[src/rtl/alu_arbiter.sv]
// Two-port arbiter in front of a shared combinational ALU.
// Operand stage, then result register; one op per cycle.
module alu_arbiter #(
   parameter int WIDTH = 32,
   parameter int RR_EN = 1
) (
   input  logic             clk,
   input  logic             rst_n,
   input  logic             stall,
   input  logic             req0_valid,
   output logic             req0_ready,
   input  logic [WIDTH-1:0] req0_a,
   input  logic [WIDTH-1:0] req0_b,
   input  logic [3:0]       req0_op,
   input  logic             req1_valid,
   output logic             req1_ready,
   input  logic [WIDTH-1:0] req1_a,
   input  logic [WIDTH-1:0] req1_b,
   input  logic [3:0]       req1_op,
   output logic             rsp0_valid,
   output logic             rsp1_valid,
   output logic [WIDTH-1:0] rsp_result,
   output logic             rsp_zero,
   output logic [WIDTH-1:0] alu_a,
   output logic [WIDTH-1:0] alu_b,
   output logic [3:0]       alu_ctrl,
   input  logic [WIDTH-1:0] alu_result,
   input  logic             alu_zero,
   output logic [15:0]      gnt_cnt0,
   output logic [15:0]      gnt_cnt1
);

   localparam logic RR = (RR_EN != 0);

   logic             lgp;
   logic             pick1;
   logic             acc0;
   logic             acc1;
   logic             acc;
   logic             s1_valid;
   logic             s1_src;
   logic [WIDTH-1:0] s1_a;
   logic [WIDTH-1:0] s1_b;
   logic [3:0]       s1_op;

   // pick1 selects port 1 whenever it would win arbitration
   always_comb begin
      pick1 = 1'b0;
      if (req1_valid && !req0_valid) begin
         pick1 = 1'b1;
      end else if (req1_valid && req0_valid) begin
         pick1 = RR && !lgp;
      end
   end

   assign req0_ready = !stall && req0_valid && !pick1;
   assign req1_ready = !stall && req1_valid && pick1;
   assign acc0       = req0_valid && req0_ready;
   assign acc1       = req1_valid && req1_ready;
   assign acc        = acc0 || acc1;

   always_ff @(posedge clk or negedge rst_n) begin
      if (!rst_n) begin
         lgp <= 1'b1;
      end else if (acc) begin
         lgp <= acc1;
      end
   end

   always_ff @(posedge clk or negedge rst_n) begin
      if (!rst_n) begin
         s1_valid <= 1'b0;
         s1_src   <= 1'b0;
         s1_a     <= '0;
         s1_b     <= '0;
         s1_op    <= '0;
      end else begin
         s1_valid <= acc;
         if (acc) begin
            s1_src <= acc1;
            s1_a   <= acc1 ? req1_a : req0_a;
            s1_b   <= acc1 ? req1_b : req0_b;
            s1_op  <= acc1 ? req1_op : req0_op;
         end
      end
   end

   assign alu_a    = s1_valid ? s1_a : '0;
   assign alu_b    = s1_valid ? s1_b : '0;
   assign alu_ctrl = s1_valid ? s1_op : 4'd0;

   // Result bus holds its last value between responses
   always_ff @(posedge clk or negedge rst_n) begin
      if (!rst_n) begin
         rsp0_valid <= 1'b0;
         rsp1_valid <= 1'b0;
         rsp_result <= '0;
         rsp_zero   <= 1'b0;
      end else begin
         rsp0_valid <= s1_valid && !s1_src;
         rsp1_valid <= s1_valid && s1_src;
         if (s1_valid) begin
            rsp_result <= alu_result;
            rsp_zero   <= alu_zero;
         end
      end
   end

   always_ff @(posedge clk or negedge rst_n) begin
      if (!rst_n) begin
         gnt_cnt0 <= 16'd0;
         gnt_cnt1 <= 16'd0;
      end else begin
         if (acc0 && gnt_cnt0 != 16'hFFFF) begin
            gnt_cnt0 <= gnt_cnt0 + 16'd1;
         end
         if (acc1 && gnt_cnt1 != 16'hFFFF) begin
            gnt_cnt1 <= gnt_cnt1 + 16'd1;
         end
      end
   end

endmodule

[config.mk]
export PLATFORM = sky130hd
export DESIGN_NAME = alu_arbiter
export DESIGN_NICKNAME = d
export VERILOG_FILES = /design/src/rtl/alu_arbiter.sv
export SDC_FILE = /design/constraint.sdc
export NUM_CORES = 1
export LEC_CHECK = 0
export BUFFER_PORTS_ARGS = -buffer_cell sky130_fd_sc_hd__buf_2
export CORE_MARGIN = 3
export CORE_UTILIZATION = 25
export CTS_BUF_LIST = sky130_fd_sc_hd__clkbuf_16
export DETAILED_ROUTE_END_ITERATION = 8
export PLACE_DENSITY = 0.57
export SLEW_MARGIN = 20
export SYNTH_ARGS = -nofsm -noshare
export SYNTH_HDL_FRONTEND = slang
export SYNTH_SLANG_ARGS = --single-unit
[constraint.sdc]
create_clock -name clk -period 2.06 [get_ports clk]
set_input_delay 0.206 -clock clk [delete_from_list [all_inputs] [get_ports clk]]
set_output_delay 0.206 -clock clk [all_outputs]
set_load 0.005 [all_outputs]
# Word-level counts from Yosys, hierarchy flattened
# Index checks and enable logic that the tools add are counted.
[classes] n_reduce_logical=18 n_mux=8 eq_ne=2 addsub=2
[op_table] op="two-way mux 32 bit" count=4
[op_table] op="adder 16 x 1 -> 16 bit (second input constant)" count=2
[op_table] op="inequality test 16 bit (second input constant)" count=2
[op_table] op="logical AND 1 bit" count=12
[op_table] op="two-way mux 4 bit" count=2
[op_table] op="zero test 1 bit" count=5
[op_table] op="two-way mux 1 bit" count=2
[op_table] op="logical OR 1 bit" count=1
[totals] inputBits=174 out_inout_bits=137 reg_bits=138 elab_cells=42

# Logic depth before layout (Yosys ltp)
# Gate-level depths: netlist of the first run.
[logic_depth] depth_word=7 depth_mapped=7 mapped_depth_nobuf=5

# Worst setup path after synthesis of the first run
# Ideal clock, no wire load.
[synth_timing] kind="flip-flop to flip-flop" start="register gnt_cnt1[0]" end="register gnt_cnt1[14]" t_required_ps=1935 n_path_buf=0 path_stages_with_launch=6 t_arrival_ps=1630 setup_slack_ps=306 synth_period_minus_slack_ps=1754 setup_time_ps=125 path_cell_list="dfrtp_1 ha_1 nand4_1 or2_2 nor4_1 mux2_2"
[synth_between] elab_chain_cells=2 elab_cells_between_ends=3 cone_classes="add/sub: 1; eq/ne: 1; reduce/logical: 1"
[synth_lines] element="from (decl)" line_no="30" source="output logic [15:0] gnt_cnt1"
[synth_lines] element="from (signal assigned)" line_no="118" source="gnt_cnt1 <= gnt_cnt1 + 16'd1;"
[synth_lines] element="branches (longest 2 deep; another with adder 16 x 1 -> 16 bit)"
# Parallel ways; which one is timed is not known.
# A chain may end at the register's enable or synchronous reset.

# Worst setup path after layout of the first run
# Ends and elaborated chain as after synthesis.

==> results by group, run 1 <==
Global route
  – First-pass GRT wire length: around 32000 um
  – Antenna violations before repair: 2
  – Vias in the first global route: 5961
  – GRT Util Overall: 0.145
  – Largest net degree at the start of global routing: 70
  – Grt total ovfl: 0

Setup path
  – WP data required: 2.35 ns
  – Reg2reg start: gnt_cnt1[0]
  – Worst path arrival time: 2.25 ns
  – Worst R2R End: gnt_cnt1[14]
  – R2R Setup Slk: 0.1 ns
  – Setup CP Type: reg -> reg
  – FF-to-FF path depth: 5
  – Crit path capture type: flop
  – Max FO, Critical Path: 4
  – Startpoint Class: flop

Floorplanning
  – Starting Density: 0.255
  – Die height: 166 um
  – Ports: 311
  – Die Span X: ~170 um
  – Core area: approximately 25000 um2
  – Die area: roughly 28000 um2
  – Rows: 58

Placement
  – RD Place Congestion: 0.775
  – HPWL Detailed: approximately 15000 um
  – Port bufs: between 300 and 400
  – Inst Count DP: 1273

CTS
  – Clock buffer depth: 2
  – TritonCTS Buffers: 17
  – Clk sinks: between 100 and 150
  – H-tree depth: 4
  – CTS root buf: clkbuf_16
  – Post-CTS sizing: 0
  – CTS tree: done
  – Clk Latency, worst-skew pair: slightly above 0.4 ns
  – Worst-path clk slew: about 0.060 ns

Final layout
  – Filler cells: approximately 2600
  – Nets: about 1100
  – Number of diodes: 0
  – Most frequent cells in the layout: buf_2 (309), dfrtp_1 (136), nand2_1 (116), nor2_1 (89), and2_1 (69)
  – Final non-filler cell total: 1306
  – Share of cells above drive strength 1: 0.425
  – Area growth syn-to-layout: 40.1%
  – Most common cell after layout, fill and taps aside: buf_2

Detailed routing
  – DR iter-0 viols: about 340
  – Total Wirelength: 20300 um
  – Drt pass-1 iters: 4
  – Via count: 5860
  – Detail Route Antenna Nets: 0
  – Drt wl/cell: 15.5 um
  – Drt drc: 0
  – Vias per cell: 4.49

Pwr
  – Pwr per Cell Area: 871 nW/um2
  – Internal power: 0.00554 W
  – Part of the power in registers: 0.450
  – Clk pwr share: 0.344
  – Sw Ratio: 0.294
  – VDD IR-drop max: about 0.36 mV
  – Switching Power: 0.00231 W
  – Leak Pwr: 4.49 nW
  – Comb pwr share: 0.207

Worst hold path
  – Hold EP: rsp_result[8]
  – Hold Startpoint: alu_result[8]
  – HP Class: in -> reg
  – Worst hold path depth: 2

Synth
  – Number of synthesized register bits: ~140
  – Syn Inst Count: roughly 660
  – Synth Warn #: 0
  – Syn_nets: roughly 840
  – Synthesized area per cell: 9.76 um2
  – Largest area contributor in the netlist: dfrtp_1
  – Top cells by area, synth: dfrtp_1 (53%), mux2_2 (6.8%), nand2_1 (6.8%)
  – Register area share after synthesis: 0.537
  – Top-area cell type share of the netlist area: 0.533
  – Synth Cell Area: between 6000 and 7000 um2
  – Synth unique cells: 28

Timing
  – Clock skew: 0.00873 ns
  – Finish-stage setup viols: 0
  – RSZ-0062 raised after global routing: yes
  – Fmax: around 0.51 GHz
  – Minimum clock period: 1.96 ns
  – Worst slew margin: 0.634
  – Crit share post-route: 0.952
  – Final Max Slew Viols: 0
  – Setup TNS: 0 ns
  – Worst Tran Pin Value: around 0.54 ns
  – Final hold vios: 0

Run status
  – Outcome: complete, no violations

Job
  – Max-cap violations: 0
synth_stat cells:
library cell  number
and4_1             1
or2_2              3
nor4_1             9
dfstp_2            1
mux2_2            39
buf_1              7
nor3b_1            2
nand4_1           10
nor4_2             5
nand3_1            8
clkbuf_1          33
nor4b_1            1
ha_1               2
xor2_1            26
dfrtp_1          137
buf_2              7
nand2_1          116
a211o_1            1
nor3_1            13
nand2b_1           4
o32ai_1           19
nor2_1            89
or4_4              2
inv_1              3
o21ai_1            1
nor2b_1            2
and2_1            69
a31oi_1           49
area by class of cell:
| cell class | count | area [um2] | area share |
|---|---|---|---|
| Clock buffer | 17 | 425 | 0.0472 |
| Clock inverter | 14 | 85.1 | 0.00945 |
| Inverter | 3 | 11.3 | 0.00125 |
| Multi-Input combinational cell | 471 | 2810 | 0.312 |
| Sequential cell | 138 | 3460 | 0.384 |
| Tap cell | 330 | 413 | 0.0459 |
| Timing Repair Buffer | 333 | 1800 | 0.200 |
per-stage QoR:
step	cell area, um2	power [W]	worst slack, ns	hold slack [ns]	util
CTS	8980	0.00800	0.0445	0.00186	0.355
global placement	8460	0.00519	0.159	0.124	0.335
detailed placement	8460	0.00522	0.137	0.125	0.335
global route	9000	0.00837	-0.0490	0.00347	0.357
finish	9000	0.00785	0.0998	0.0230	0.357
floorplan	6430	0.00431	0.306	-0.0896	-
worst max path at each step:
stage | startpoint | endpoint | slack [ns] | cells after the start
6_report | gnt_cnt1[0] | gnt_cnt1[14] | 0.1 | 5
5_1_grt | gnt_cnt1[0] | gnt_cnt1[10] | -0.05 | 6
4_1_cts | s1_valid | alu_a[15] | 0.04 | 3
3_5_place_dp | gnt_cnt1[0] | gnt_cnt1[10] | 0.14 | 6
3_3_place_gp | gnt_cnt1[0] | gnt_cnt1[11] | 0.16 | 6
2_1_floorplan | gnt_cnt1[0] | gnt_cnt1[14] | 0.31 | 5
timing repair:
| action | 4_1_cts | 5_1_grt |
|---|---|---|
| endpoints found under the setup margin | 0 | 28 |
| hold buffers | 1 | 0 |
| setup buffers | 0 | 1 |
| hold endpoints to repair | 29 | 0 |
critical path, stage by stage (launching register included):
cell     delay (ns)
dfrtp_1        0.41
ha_1           0.21
nand4_1        0.17
or2_2          0.36
nor4_1         0.31
mux2_2         0.38
layer usage:
layer,vias to the layer above,wire length [um],track usage
met1,2774,8550,0.174
li1,2858,-,-
met3,22,1490,0.0431
met4,4,335,0.0452
met2,202,9860,0.252
met5,-,25,0
cells by family after synthesis:
kind of cell             share of synthesized area
XOR/XNOR                                    0.0354
buffers and inverters                       0.0306
multiplexers                                0.0683
AO/OA/AOI/OAI                               0.0757
adder cells (fa/ha/maj)                    0.00389
flip-flops                                   0.537
AND/OR/NAND/NOR                              0.249
flip-flops by register name, summed over array words and instances, names as in the netlist:
register / flops
rsp_result: 32
s1_a: 32
s1_b: 32
gnt_cnt0: 16
gnt_cnt1: 16
s1_op: 4
lgp: 1
rsp0_valid: 1
rsp1_valid: 1
rsp_zero: 1
s1_src: 1
s1_valid: 1
power by group through the flow:
stage / clock [W] / combinational (W) / sequential, W
3_5_place_dp: 0 / 0.00164 / 0.00358
3_3_place_gp: 0 / 0.00163 / 0.00356
2_1_floorplan: 0 / 0.000791 / 0.00352
4_1_cts: 0.00282 / 0.00164 / 0.00354
6_report: 0.00270 / 0.00162 / 0.00353
5_1_grt: 0.00293 / 0.00183 / 0.00361
Note: power is estimated with default switching activity, not from simulation.
==> inputs of run 2 (changes only) <==
- REMOVE_ABC_BUFFERS: not set -> 1
==> results by group, run 2 (synthesis gave the netlist of run 1 again) <==
Timing
  – Worst slew margin: 0.675
  – RSZ-0062 raised after global routing: no
  – Final Max Slew Viols: 0
  – Final hold vios: 0
  – Clock skew: 0.00715 ns
  – Worst Tran Pin Value: about 0.49 ns
  – Finish-stage setup viols: 0
  – Fmax: 0.529 GHz
  – Minimum clock period: between 1.5 and 2 ns
  – Setup TNS: 0 ns
  – Crit share post-route: 0.918
  – WHS: 0.0232 ns

Setup path
  – Worst R2R End: gnt_cnt1[14]
  – Worst path arrival time: 1.68 ns
  – Max FO, Critical Path: 17
  – Reg2reg start: gnt_cnt1[0]
  – Crit-path max cell delay: ~0.44 ns
  – Critical Path Slowest Stage Cell: a211o_4
  – WP data required: 1.85 ns
  – R2R Setup Slk: roughly 0.18 ns
  – Worst-path cell chain: a211o_4 -> inv_1 -> buf_4 -> buf_2
  – Crit path capture type: primary output
  – Setup CP Type: reg -> out
  – FF-to-FF path depth: 5
  – Startpoint Class: flop
  – Critical Path End: req1_ready
  – Setup crit start: lgp

Pwr
  – Pwr Total: ~0.0084 W
  – Leak Pwr: 4.55 nW
  – Pwr per Cell Area: 919 nW/um2
  – VDD IR-drop max: 0.448 mV

Global route
  – Vias in the first global route: between 5000 and 6000
  – Largest net degree at the start of global routing: 80
  – First-pass GRT wire length: 31800 um
  – Antenna violations before repair: 0
  – GRT Util Overall: 0.141
  – Grt total ovfl: 0

Detailed routing
  – Detail Route Antenna Nets: 0
  – Drt pass-1 iters: 4
  – Total Wirelength: ~20000 um
  – Via count: 5804
  – Drt drc: 0
  – DR iter-0 viols: 284
  – Vias per cell: approximately 4.4
  – Drt wl/cell: 15.1 um

Final layout
  – Biggest registers after layout: rsp_result: 32 flops, s1_a: 32 flops, s1_b: 32 flops
  – Most frequent cells in the layout: buf_2 (309), dfrtp_1 (136), nand2_1 (116), nor2_1 (89), and2_1 (69)
  – Most common cell after layout, fill and taps aside: buf_2
  – Finished layout cell area: 9160 um2
  – Nets: 1144
  – Number of diodes: 0
  – Share of cells above drive strength 1: 0.425
  – Final non-filler cell total: 1311
  – Area growth syn-to-layout: 42.5%

Placement
  – HPWL Detailed: 14600 um
  – Placed Area: 8470 um2
  – Port bufs: 310
  – RD Place Congestion: about 0.80
  – Inst Count DP: between 1000 and 1500

Floorplanning
  – Rows: 58
  – Die height: 166 um
  – Die area: 27700 um2
  – Starting Density: 0.255
  – Core area: 25300 um2
  – Ports: slightly above 300
  – Die Span X: 166 um

CTS
  – Clk sinks: around 140
  – Worst-path clk slew: about 0.060 ns
  – Clock buffer depth: 2
  – H-tree depth: 4
  – Clk Latency, worst-skew pair: between 0.4 and 0.5 ns
  – TritonCTS Buffers: 17
  – Post-CTS setup buffer count: 0
  – CTS root buf: clkbuf_16
  – CTS tree: done

Worst hold path
  – HP Class: in -> reg

Run status
  – Outcome: complete, no violations

Job
  – Max-cap violations: 0
run 2: changes by cell type in the layout (fill, tap and decap cells not counted), moves of 2 or more:
cell	previous run	this run
buf_12	4	6
clkinv_2	5	2
inv_1	5	3
buf_4	17	15
bufinv_16	0	4
dlygate4sd3_1	1	6
run 2: how the worst min path moves through the flow:
stage	from	to	slack, ns	depth (start not counted)
after global routing	alu_result[5]	rsp_result[5]	0.005	2
after CTS	alu_result[2]	rsp_result[2]	0.0003	2
final	alu_result[1]	rsp_result[1]	0.02	2
after floorplan	rst_n	gnt_cnt0[0]	-0.09	0
after global placement	rst_n	s1_b[16]	0.18	1
after detailed placement	rst_n	s1_b[16]	0.18	1
run 2: metal layers:
| layer | global-route usage | wire (um) |
|---|---|---|
| met4 | 0.0366 | 269 |
| met5 | 0 | 0 |
| met3 | 0.0436 | 1470 |
| met2 | 0.228 | 9120 |
| met1 | 0.186 | 8880 |
run 2: final cells by class:
| cell class | count | area, um2 |
|---|---|---|
| timing repair buffer | 337 | 1850 |
| tap | 330 | 413 |
| inverter | 3 | 11.3 |
| sequential | 138 | 3460 |
| clock buffer | 17 | 425 |
| clock inverter | 15 | 196 |
| fill | 2623 | 16100 |
| multi-input combinational | 471 | 2810 |
run 2: critical path: cells and delay by family (launching register included):
family	cells	cell delay [ns]
AOI/OAI and AO/OA	1	0.44
buffers and inverters	3	0.45
DFF	1	0.38
run 2: metrics by stage:
stage | util | worst slack [ns]
after floorplan | - | -2.92
after CTS | 0.362 | 0.0947
after global routing | 0.363 | 0.0553
after detailed placement | 0.336 | 0.130
after global placement | 0.336 | 0.221
final | 0.363 | 0.169
run 2: where the power goes:
part           total (W)  internal (W)  switching, W
Combinational    0.00164      0.000853      0.000786
Clock            0.00325       0.00203       0.00122
Sequential       0.00353       0.00318      0.000349
run 2: repair_timing:
action	CTS	global route
gates resized for setup	0	1
endpoints found under the setup margin	0	1
hold buffers	5	1
hold endpoints to repair	46	1
